$ cat config.mk
export PLATFORM = sky130hd
export DESIGN_NAME = seq_divider_flat
export DESIGN_NICKNAME = d
export VERILOG_FILES = /design/src/rtl/arith_pkg.sv /design/src/rtl/seq_divider_if.sv /design/src/rtl/div_step.sv /design/src/rtl/seq_divider.sv /design/src/flat_wrapper.sv
export SDC_FILE = /design/constraint.sdc
export NUM_CORES = 1
export LEC_CHECK = 0
export ABC_AREA = 1
export CAP_MARGIN = 20
export CORE_ASPECT_RATIO = 2
export CORE_MARGIN = 1.5
export CORE_UTILIZATION = 52
export DETAILED_ROUTE_END_ITERATION = 12
export PLACE_DENSITY = 0.77
export REMOVE_ABC_BUFFERS = 1
export SYNTH_ARGS = -nofsm -noshare
export SYNTH_HDL_FRONTEND = slang
export SYNTH_SLANG_ARGS = --single-unit
export TNS_END_PERCENT = 30
$ cat constraint.sdc
create_clock -name clk -period 5.3 [get_ports clk]
set_input_delay 1.06 -clock clk [delete_from_list [all_inputs] [get_ports clk]]
set_output_delay 1.06 -clock clk [all_outputs]
set_load 0.03 [all_outputs]
$ cat src/rtl/arith_pkg.sv
// rtl/arith_pkg.sv - shared arithmetic-chain types, defaults and width helper
package arith_pkg;

    typedef enum logic [1:0] {
        IDLE = 2'd0,
        BUSY = 2'd1,
        DONE = 2'd2
    } state_t;

    localparam int DEFAULT_WIDTH = 8;

    // Bits needed to count 0..value-1 (minimum 1).
    function automatic int clog2(input int value);
        int bits;
        int v;
        bits = 0;
        v = value - 1;
        while (v > 0) begin
            bits = bits + 1;
            v = v >> 1;
        end
        if (bits == 0) bits = 1;
        return bits;
    endfunction

endpackage

$ cat src/rtl/seq_divider_if.sv
// rtl/seq_divider_if.sv - operand/result handshake bundle for the sequential divider
interface seq_divider_if
    import arith_pkg::*;
#(
    parameter int WIDTH = DEFAULT_WIDTH
);
    logic             in_valid;
    logic             in_ready;
    logic [WIDTH-1:0] dividend;
    logic [WIDTH-1:0] divisor;
    logic             out_valid;
    logic             out_ready;
    logic [WIDTH-1:0] quotient;
    logic [WIDTH-1:0] remainder;
    logic             div_by_zero;

    modport master (
        output in_valid, dividend, divisor, out_ready,
        input  in_ready, out_valid, quotient, remainder, div_by_zero
    );

    modport slave (
        input  in_valid, dividend, divisor, out_ready,
        output in_ready, out_valid, quotient, remainder, div_by_zero
    );
endinterface

$ cat src/rtl/div_step.sv
// rtl/div_step.sv - one combinational restoring-division iteration
module div_step #(
    parameter int WIDTH = 8
) (
    input  logic [WIDTH:0]   r,
    input  logic             q_msb,
    input  logic [WIDTH-1:0] d,
    output logic [WIDTH:0]   r_next,
    output logic             q_bit
);
    // One guard bit above the shifted remainder so the borrow lands in the MSB.
    logic [WIDTH+1:0] r_sh;
    logic [WIDTH+1:0] t;

    always_comb begin
        r_sh   = {r, q_msb};
        t      = r_sh - {2'b00, d};
        q_bit  = ~t[WIDTH+1];
        r_next = q_bit ? t[WIDTH:0] : r_sh[WIDTH:0];
    end
endmodule

$ cat src/rtl/seq_divider.sv
// rtl/seq_divider.sv - sequential unsigned restoring divider, one quotient bit per clock
// Optional DIV_ZERO_FAST_EN: zero divisor skips the iteration and completes one edge after accept.
module seq_divider
    import arith_pkg::*;
#(
    parameter int WIDTH = DEFAULT_WIDTH
) (
    input  logic         clk,
    input  logic         rst_n,
    seq_divider_if.slave bus
);
    localparam int CW = clog2(WIDTH);
    localparam logic [CW-1:0] LAST = CW'(WIDTH - 1);
`ifdef DIV_ZERO_FAST_EN
    localparam bit FAST_ZERO = 1'b1;
`else
    localparam bit FAST_ZERO = 1'b0;
`endif

    state_t           state, state_next;
    logic [WIDTH:0]   r_q;
    logic [WIDTH-1:0] q_q;
    logic [WIDTH-1:0] d_q;
    logic [CW-1:0]    count;
    logic [WIDTH:0]   r_step;
    logic             q_bit;
    logic             accept;

    assign accept = bus.in_ready & bus.in_valid;

    div_step #(.WIDTH(WIDTH)) u_step (
        .r      (r_q),
        .q_msb  (q_q[WIDTH-1]),
        .d      (d_q),
        .r_next (r_step),
        .q_bit  (q_bit)
    );

    always_ff @(posedge clk or negedge rst_n) begin
        if (!rst_n) state <= IDLE;
        else        state <= state_next;
    end

    always_comb begin
        state_next = state;
        case (state)
            IDLE: begin
                if (accept) begin
                    if (FAST_ZERO && (bus.divisor == '0)) state_next = DONE;
                    else                                  state_next = BUSY;
                end
            end
            BUSY: begin
                if (count == LAST) state_next = DONE;
            end
            DONE: begin
                if (bus.out_valid && bus.out_ready) state_next = IDLE;
            end
            default: state_next = IDLE;
        endcase
    end

    always_ff @(posedge clk or negedge rst_n) begin
        if (!rst_n) begin
            bus.in_ready    <= 1'b0;
            bus.out_valid   <= 1'b0;
            bus.quotient    <= '0;
            bus.remainder   <= '0;
            bus.div_by_zero <= 1'b0;
            r_q             <= '0;
            q_q             <= '0;
            d_q             <= '0;
            count           <= '0;
        end else begin
            // in_ready is registered so it never depends combinationally on in_valid.
            bus.in_ready <= (state_next == IDLE);
            case (state)
                IDLE: begin
                    if (accept) begin
                        r_q   <= '0;
                        q_q   <= bus.dividend;
                        d_q   <= bus.divisor;
                        count <= '0;
                    end
                end
                BUSY: begin
                    r_q   <= r_step;
                    q_q   <= {q_q[WIDTH-2:0], q_bit};
                    count <= count + CW'(1);
                    if (count == LAST) begin
                        bus.quotient    <= {q_q[WIDTH-2:0], q_bit};
                        bus.remainder   <= r_step[WIDTH-1:0];
                        bus.div_by_zero <= (d_q == '0);
                        bus.out_valid   <= 1'b1;
                    end
                end
                DONE: begin
                    // Only the zero-divisor shortcut enters DONE with out_valid still low.
                    if (FAST_ZERO && !bus.out_valid) begin
                        bus.quotient    <= '1;
                        bus.remainder   <= q_q;
                        bus.div_by_zero <= 1'b1;
                        bus.out_valid   <= 1'b1;
                    end else if (bus.out_ready) begin
                        bus.out_valid <= 1'b0;
                    end
                end
                default: ;
            endcase
        end
    end
endmodule
$ cat src/flat_wrapper.sv
// flat-port wrapper written by rule: the top's interface ports become plain ports
module seq_divider_flat import arith_pkg::*;
#(
    parameter int WIDTH = DEFAULT_WIDTH
)
  (clk, rst_n, bus_in_valid, bus_dividend, bus_divisor, bus_out_ready, bus_in_ready, bus_out_valid, bus_quotient, bus_remainder, bus_div_by_zero);
  seq_divider_if #(.WIDTH(WIDTH)) bus_i ();
  input  logic clk;
  input  logic rst_n;
  input wire logic [$bits(bus_i.in_valid)-1:0] bus_in_valid;
  input wire logic [$bits(bus_i.dividend)-1:0] bus_dividend;
  input wire logic [$bits(bus_i.divisor)-1:0] bus_divisor;
  input wire logic [$bits(bus_i.out_ready)-1:0] bus_out_ready;
  output wire logic [$bits(bus_i.in_ready)-1:0] bus_in_ready;
  output wire logic [$bits(bus_i.out_valid)-1:0] bus_out_valid;
  output wire logic [$bits(bus_i.quotient)-1:0] bus_quotient;
  output wire logic [$bits(bus_i.remainder)-1:0] bus_remainder;
  output wire logic [$bits(bus_i.div_by_zero)-1:0] bus_div_by_zero;
  assign bus_i.in_valid = bus_in_valid;
  assign bus_i.dividend = bus_dividend;
  assign bus_i.divisor = bus_divisor;
  assign bus_i.out_ready = bus_out_ready;
  assign bus_in_ready = bus_i.in_ready;
  assign bus_out_valid = bus_i.out_valid;
  assign bus_quotient = bus_i.quotient;
  assign bus_remainder = bus_i.remainder;
  assign bus_div_by_zero = bus_i.div_by_zero;
  seq_divider #(.WIDTH(WIDTH)) u_core (.clk(clk), .rst_n(rst_n), .bus(bus_i));
endmodule
---- After elaboration in Yosys (flattened, before gate mapping) ----
Cells that the tools add are included.
cells by class
  reductions and logical operators ........ 10
  add/sub/neg operators ................... 2
  multiplexer cells ....................... 14
  bitwise operators ....................... 2
  equality and inequality tests ........... 6
operator list
  cell                 number
  $mux 9               2
  $pmux 9 s2           1
  $pmux 8 s2           1
  $sub 10x8->10        1
  $logic_not 8->1      1
  $mux 8               1
  $mux 2               3
  $pmux 2 s3           1
  $pmux 3 s2           1
  $reduce_and 2->1     3
  $logic_not 2->1      2
  $ne 2x1->1 const B   2
  $reduce_bool 2->1    2
  $add 3x1->3 const B  1
  $eq 3x3->1 const B   1
  $mux 3               1
  $reduce_and 3->1     1
  $eq 2x1->1 const B   1
  $eq 2x2->1 const B   1
  $mux 1               2
  $ne 2x2->1 const B   1
  $pmux 1 s2           1
  $and 1x1->1          1
  $logic_and 1x1->1    1
  $not 1->1            1
word-level totals
  output and inout port bits .............. 19
  input bits .............................. 20
  flip-flop bits (word level) ............. 49
  word-level logic and storage cells ...... 44

---- Longest topological paths before layout ----
Gate-level depths: netlist of run 1.
  depth after elaboration ................. 4
  gate-level depth with buffers ........... 13
  gate-level depth less buffers ........... 13

---- Hierarchy ----
A second synthesis of run 1 with hierarchy kept.
second synthesis, totals
  cells, all modules ...................... 369
  area, all modules ....................... 2790.2 um^2
modules (own cells, without submodules)
  module       cells each  seq. area each (um^2)  instances  area an instance (um^2)
  seq_divider  237         1226.2                 1          2085.8
  div_step     132         0.0                    1          704.4

---- Least setup slack after synthesis of run 1 ----
Ideal clock, no wire load.
  path type ............................... input to register
  start ................................... input port bus_in_valid
  end ..................................... register u_core.q_q[0]
  buffers on the path ..................... 1
  cell stages on the path ................. 6
  path slack .............................. 3349 ps
  required time ........................... 5213 ps
  library setup time ...................... 87 ps
  arrival ................................. 1864 ps
  path through ............................ nand4_2 > nand2_1 > inv_2 > clkbuf_1 > nand2_1 > o211ai_1
between the ends
  longest elaborated chain between the ends .. 3
ends and longest elaborated chain
  item                               line                RTL
  start, declared                    flat_wrapper.sv:10  input wire logic [$bits(bus_i.in_valid)-1:0] bus_in_valid;
  $and 1x1->1                        seq_divider.sv:29   assign accept = bus.in_ready & bus.in_valid;
  $ne 2x1->1 (no source line)        -
  $reduce_and 2->1 (no source line)  -
  end signal, assigned               seq_divider.sv:81   q_q <= bus.dividend;
  end signal, assigned               seq_divider.sv:88   q_q <= {q_q[WIDTH-2:0], q_bit};
  end, declared                      seq_divider.sv:22   logic [WIDTH-1:0] q_q;
No other way between the ends.
A chain may end at the register's enable or synchronous reset.

---- Worst setup path after layout of run 1 ----
  start ................................... input port bus_in_valid
  end ..................................... register u_core.q_q[4]
Same word-level chain as after synthesis.

==> results by group, run 1 <==
Floorplan
  • Chip width: 52.7 µm
  • Cell Rows: 36
  • Core footprint: 4820 µm²
  • Top Ports: 39
  • Die area: 5400 µm²
  • Initial core utilization: 0.533
  • Die height: 102 µm

Power and ir drop
  • Max VDD drop: 0.576 mV
  • Pwr dens: 728 nW/µm²
  • Total power: 2.25 mW
  • Pleak: 1.59 nW

Setup path
  • Reg2Reg Setup Slack: 3.28 ns
  • Startpoint types: input pin
  • Crit-path max FO: 25
  • Crit Path Class: in -> reg
  • Worst Path Arrival: 2.96 ns
  • Critical path data required time: 5.51 ns
  • CP endpoint kind: register

Clock network
  • CTS Sinks: 49
  • H-tree lvl count: 2
  • Total CTS buffers: 5
  • Post-CTS Hold Fix Bufs: 0
  • Worst-path clk slew: 0.09 ns
  • CTS tree: done
  • Setup Buffers After CTS: 0
  • Clock Latency Late Sink: 0.31 ns
  • Clk buf depth: 2
  • Root Driver: clkbuf_8
  • Resized Gates After CTS: 0

Global routing
  • First-pass GRT wire length: 9720 µm
  • Pin count of the biggest net entering global routing: 50
  • GRT Util Overall: 0.249
  • Remaining global-route overflow: 0
  • Vias in the first global route: 2,212
  • Initial antenna violation count: 0

STA
  • Final number of hold-violating endpoints: 0
  • Final slew viol count: 0
  • Fin Setup TNS: 0 ns
  • Tcrit/Tclk final: 0.521
  • RSZ-0062 raised after global routing: no
  • Maximum clock rate: 362 MHz
  • Slew margin rel.: 0.558
  • Clock skew: 0.00597 ns
  • Worst setup margin: 2.54 ns
  • Crit path time final: 2.76 ns
  • Worst Tran Pin Value: 0.661 ns
  • Final Setup Violations: 0

Detailed routing
  • Vias: 2,204
  • DRT iter0 DRCs: 52
  • TritonRoute pass-1 iters: 4
  • Via density: 5.40
  • Post-route ant nets: 0
  • Total Routed Length: 5890 µm
  • DRC Markers: 0
  • WL per Instance: 14.4 µm

Synth
  • Synth Instances: 311
  • Yosys reg bits: 49
  • Syn Std Cell Area: 2570 µm²
  • Cell variety after synth: 33
  • Synth warn: 0
  • Sequential area share after synthesis: 0.477
  • Syn_area_per_cell: 8.26 µm²

Final layout
  • Finished Cell Area: 3090 µm²
  • # diodes: 0
  • Share of layout cells above drive strength 1: 0.0769
  • Final cell count without fillers: 408
  • Synthesis-to-layout area growth: 20.3%
  • Final net count: 381

Placed design
  • Input/output buffers: 38
  • Setup WS pre-CTS: 2.25 ns
  • Hpwl dp: 4340 µm
  • Placed inst area: 2990 µm²
  • GPL Wtd Cong: 0.862
  • Placed cell count: 399

Worst hold path
  • Worst Hold Class: reg -> reg

Run status
  • Status: completed

Job
  • Total of max-cap violations: 0
## logic make-up (layout without fill, tap and decap cells)
family,Yosys count,in the layout,share of synthesized area
adder cells (fa/ha/maj),11,11,0.0565
XOR/XNOR,3,3,0.0102
buffers and inverters,51,91,0.0769
flip-flops,49,49,0.477
AO/OA/AOI/OAI,35,35,0.0852
AND/OR/NAND/NOR,162,162,0.294
## stage by stage
step / hold slack (ns) / utilization
3_5_place_dp: 0.473 / 0.620
5_1_grt: 0.511 / 0.641
4_1_cts: 0.495 / 0.637
2_1_floorplan: 0.450 / -
3_3_place_gp: 0.464 / 0.620
6_report: 0.487 / 0.641
## synthesized netlist by cell type (all sizes together)
library cell / instances / area share
xnor2: 2 / 0.0068
ha: 10 / 0.049
dfrtp: 49 / 0.48
or2: 1 / 0.0024
fa: 1 / 0.0078
xor2: 1 / 0.0034
nand3: 35 / 0.072
a22o: 2 / 0.0068
a21boi: 1 / 0.0029
nand3b: 2 / 0.0058
a221oi: 6 / 0.020
inv: 42 / 0.061
o31ai: 1 / 0.0029
a21oi: 13 / 0.027
nor2: 17 / 0.026
nor3: 7 / 0.014
nand4: 5 / 0.020
o211ai: 2 / 0.0058
nand2: 95 / 0.15
buf: 3 / 0.0068
clkinv: 1 / 0.0015
o21ai: 10 / 0.019
clkbuf: 5 / 0.0073
## power by group
group | leakage, nW | switching [mW] | internal [mW]
clock | 0.0450 | 0.124 | 0.0917
sequential | 0.578 | 0.100 | 0.556
combinational | 0.963 | 0.876 | 0.502
total | 1.59 | 1.10 | 1.15
## state kept, by name (all words and copies together) (netlist names)
name	flops
u_core.r_q	9
u_core.d_q	8
u_core.bus.remainder	8
u_core.state	2
u_core.count	3
u_core.bus.div_by_zero	1
u_core.bus.in_ready	1
u_core.bus.quotient	8
u_core.bus.out_valid	1
u_core.q_q	8
## worst max-delay path, cell delays in order
cell and delay, ns:
clkdlybuf4s50_1 0.48, nand4_2 0.53, nand2_1 0.38, inv_2 0.21, a221oi_1 0.31
## worst paths after layout
path / startpoint / to / cells after the start
max: bus_in_valid / u_core.q_q[4] / 5
min: u_core.bus.remainder[5] / u_core.bus.remainder[5] / 2
max reg2reg: u_core.r_q[3] / u_core.bus.remainder[1] / 11
min reg2reg: u_core.bus.remainder[5] / u_core.bus.remainder[5] / 2
max in group asynchronous: rst_n / u_core.bus.remainder[1] / 2
min in group asynchronous: rst_n / u_core.state[0] / 1
## layout by cell type (no fill, tap or decap), drive strengths merged
cell type       n
inv            42
nor2           17
buf             3
nand2          95
o21ai          10
xnor2           2
nand3b          2
clkinv          3
a21oi          13
o211ai          2
clkdlybuf4s50  37
fa              1
clkbuf          6
ha             10
nor3            7
xor2            1
or2             1
nand3          35
a22o            2
nand4           5
a221oi          6
a21boi          1
o31ai           1
dfrtp          49
## routing by layer
| layer | GRT usage | share of wire | vias up | wire length [µm] |
|---|---|---|---|---|
| li1 | - | - | 1082 | - |
| met4 | 0.144 | 0.032 | 0 | 187 |
| met5 | 0 | 0 | - | 0 |
| met2 | 0.438 | 0.55 | 53 | 3270 |
| met3 | 0.0409 | 0.030 | 13 | 175 |
| met1 | 0.273 | 0.38 | 1056 | 2260 |
## area by class of cell
class,instances,area (µm²)
fill,440,1730
multi-input combinational,211,1150
clock buffer,6,72.6
sequential,49,1230
tap,57,71.3
inverter,43,161
clock inverter,2,10.0
timing repair buffer,40,403
Note: power is estimated with default switching activity, not from simulation.
==> run 2, diff against run 1 <==
clock period = 2.8 ns   (was 5.3 ns; I/O delays follow)
==> results by group, run 2 (synthesis gave the netlist of run 1 again) <==
Run status
  • Status: completed

Clock network
  • H-tree lvl count: 2
  • CTS Sinks: 49
  • Clk buf depth: 2
  • Total CTS buffers: 5
  • Setup Buffers After CTS: 0
  • Post-CTS Hold Fix Bufs: 0
  • CTS tree: done
  • Worst-path clk slew: 0.10 ns
  • Clock Latency Late Sink: 0.30 ns
  • Root Driver: clkbuf_8
  • Resized Gates After CTS: 0

STA
  • Final Setup Violations: 0
  • Clock skew: 0.0104 ns
  • Final number of hold-violating endpoints: 0
  • Final slew viol count: 0
  • Crit path time final: 2.01 ns
  • Maximum clock rate: 498 MHz
  • Tcrit/Tclk final: 0.717
  • Worst setup margin: 0.792 ns
  • Slew margin rel.: 0.666
  • Fin Setup TNS: 0 ns
  • RSZ-0062 raised after global routing: no
  • Worst Tran Pin Value: 0.500 ns

Floorplan
  • Initial core utilization: 0.533
  • Cell Rows: 36
  • Core footprint: 4820 µm²
  • Die height: 102 µm
  • Top Ports: 39
  • Chip width: 52.7 µm
  • Die area: 5400 µm²

Power and ir drop
  • Pwr dens: 1390 nW/µm²
  • Pleak: 1.58 nW
  • Logic pwr share: 0.611
  • Clock share of power: 0.097
  • Max VDD drop: 0.808 mV
  • Pint: 2.19 mW
  • Seq pwr share: 0.292
  • Net switching share of the total power: 0.492
  • NetSw: 2.12 mW

Placed design
  • Setup WS pre-CTS: 0.800 ns
  • Input/output buffers: 38
  • GPL Wtd Cong: 0.912
  • Hpwl dp: 4460 µm
  • Placed inst area: 3000 µm²

Setup path
  • Crit-path max FO: 10
  • Reg-to-Reg End: u_core.r_q[1]
  • Crit path cell chain: inv_1 > ha_1 > nand2_1 > nand2_1 > a21oi_2 > nand4_4 > nand2_8 > nand2_1 > nand3_1 > nand2_1
  • CP endpoint kind: register
  • Critical Path Most Common Cell: nand2_1
  • Startpoint types: register
  • Worst Path Arrival: 2.20 ns
  • Critical path data required time: 2.99 ns
  • Reg2Reg Setup Slack: 0.79 ns
  • R2R depth: 10
  • Worst R2R Start: u_core.d_q[6]
  • Critical path's slowest cell: dfrtp_1
  • Crit Path Class: reg -> reg
  • CP peak stage delay: 0.37 ns

Global routing
  • Vias in the first global route: 2,135
  • Pin count of the biggest net entering global routing: 38
  • GRT Util Overall: 0.247
  • Remaining global-route overflow: 0
  • Initial antenna violation count: 0
  • First-pass GRT wire length: 9740 µm

Detailed routing
  • WL per Instance: 14.7 µm
  • DRT iter0 DRCs: 40
  • Via density: 5.37
  • Post-route ant nets: 0
  • Vias: 2,198
  • DRC Markers: 0
  • TritonRoute pass-1 iters: 4
  • Total Routed Length: 6020 µm

Final layout
  • Commonest non-fill, non-tap cell in the layout: nand2_1
  • Largest register by flop count: u_core.r_q
  • # fillers: 423
  • Finished Cell Area: 3090 µm²
  • Flip-flop count of the largest register after layout: 9
  • Final net count: 382
  • Share of layout cells above drive strength 1: 0.0795
  • Synthesis-to-layout area growth: 20.3%
  • Commonest cells after routing, fill and taps aside: nand2_1 (87), dfrtp_1 (49), inv_1 (40)
  • # diodes: 0

Worst hold path
  • Worst Hold Class: in -> async

Job
  • Total of max-cap violations: 0
## run 2: cell count changes in the layout (fill, tap and decap cells not counted), sizes merged
cell      previous run  this run
clkinv               3         1
clkinvlp             0         2
buf                  3         4
## run 2: layer usage
layer	share of wire	track usage
met1	0.40	0.293
met2	0.53	0.434
met3	0.034	0.0278
met4	0.028	0.112
met5	0	0
## run 2: final cells by class
| class | count | area [µm²] | share of cell area |
|---|---|---|---|
| sequential | 49 | 1230 | 0.397 |
| multi-input combinational | 211 | 1150 | 0.371 |
| timing repair buffer | 41 | 398 | 0.129 |
| inverter | 43 | 161 | 0.0522 |
| clock buffer | 6 | 72.6 | 0.0235 |
| tap | 57 | 71.3 | 0.0231 |
| clock inverter | 2 | 15.0 | 0.00486 |
## run 2: power groups by stage
stage          registers, mW  clock network [mW]  logic [mW]
2_1_floorplan           1.47                   0        1.63
4_1_cts                 1.25               0.429        2.63
5_1_grt                 1.28               0.452        2.93
3_5_place_dp            1.26                   0        2.63
3_3_place_gp            1.25                   0        2.55
6_report                1.25               0.419        2.63
## run 2: how the worst max path moves through the flow
stage / start / to / slack (ns) / depth (start not counted)
floorplan: u_core.state[0] / u_core.bus.remainder[0] / 0.56 / 6
global placement: u_core.d_q[6] / u_core.bus.remainder[3] / 0.87 / 10
detailed placement: u_core.d_q[6] / u_core.bus.remainder[7] / 0.80 / 10
CTS: u_core.d_q[6] / u_core.bus.remainder[3] / 0.79 / 10
global route: u_core.r_q[2] / u_core.r_q[0] / 0.63 / 11
finish: u_core.d_q[6] / u_core.r_q[1] / 0.79 / 10
## run 2: through the flow
| step | total power, mW | cells | util | hold WS, ns |
|---|---|---|---|---|
| final | 4.30 | 409 | 0.641 | 0.138 |
| after detailed placement | 3.89 | 401 | 0.623 | 0.473 |
| after CTS | 4.31 | 409 | 0.641 | 0.146 |
| after global placement | 3.81 | 401 | 0.623 | 0.465 |
| after floorplan | 3.10 | 303 | - | 0.264 |
| after global routing | 4.67 | 409 | 0.641 | 0.155 |
## run 2: critical path: cells and delay by family, from the launching register on
kind	cells	cell delay, ns
compound gates	1	0.29
fa+ha+maj	1	0.30
buf+inv	1	0.11
flops	1	0.37
simple gates	7	0.81
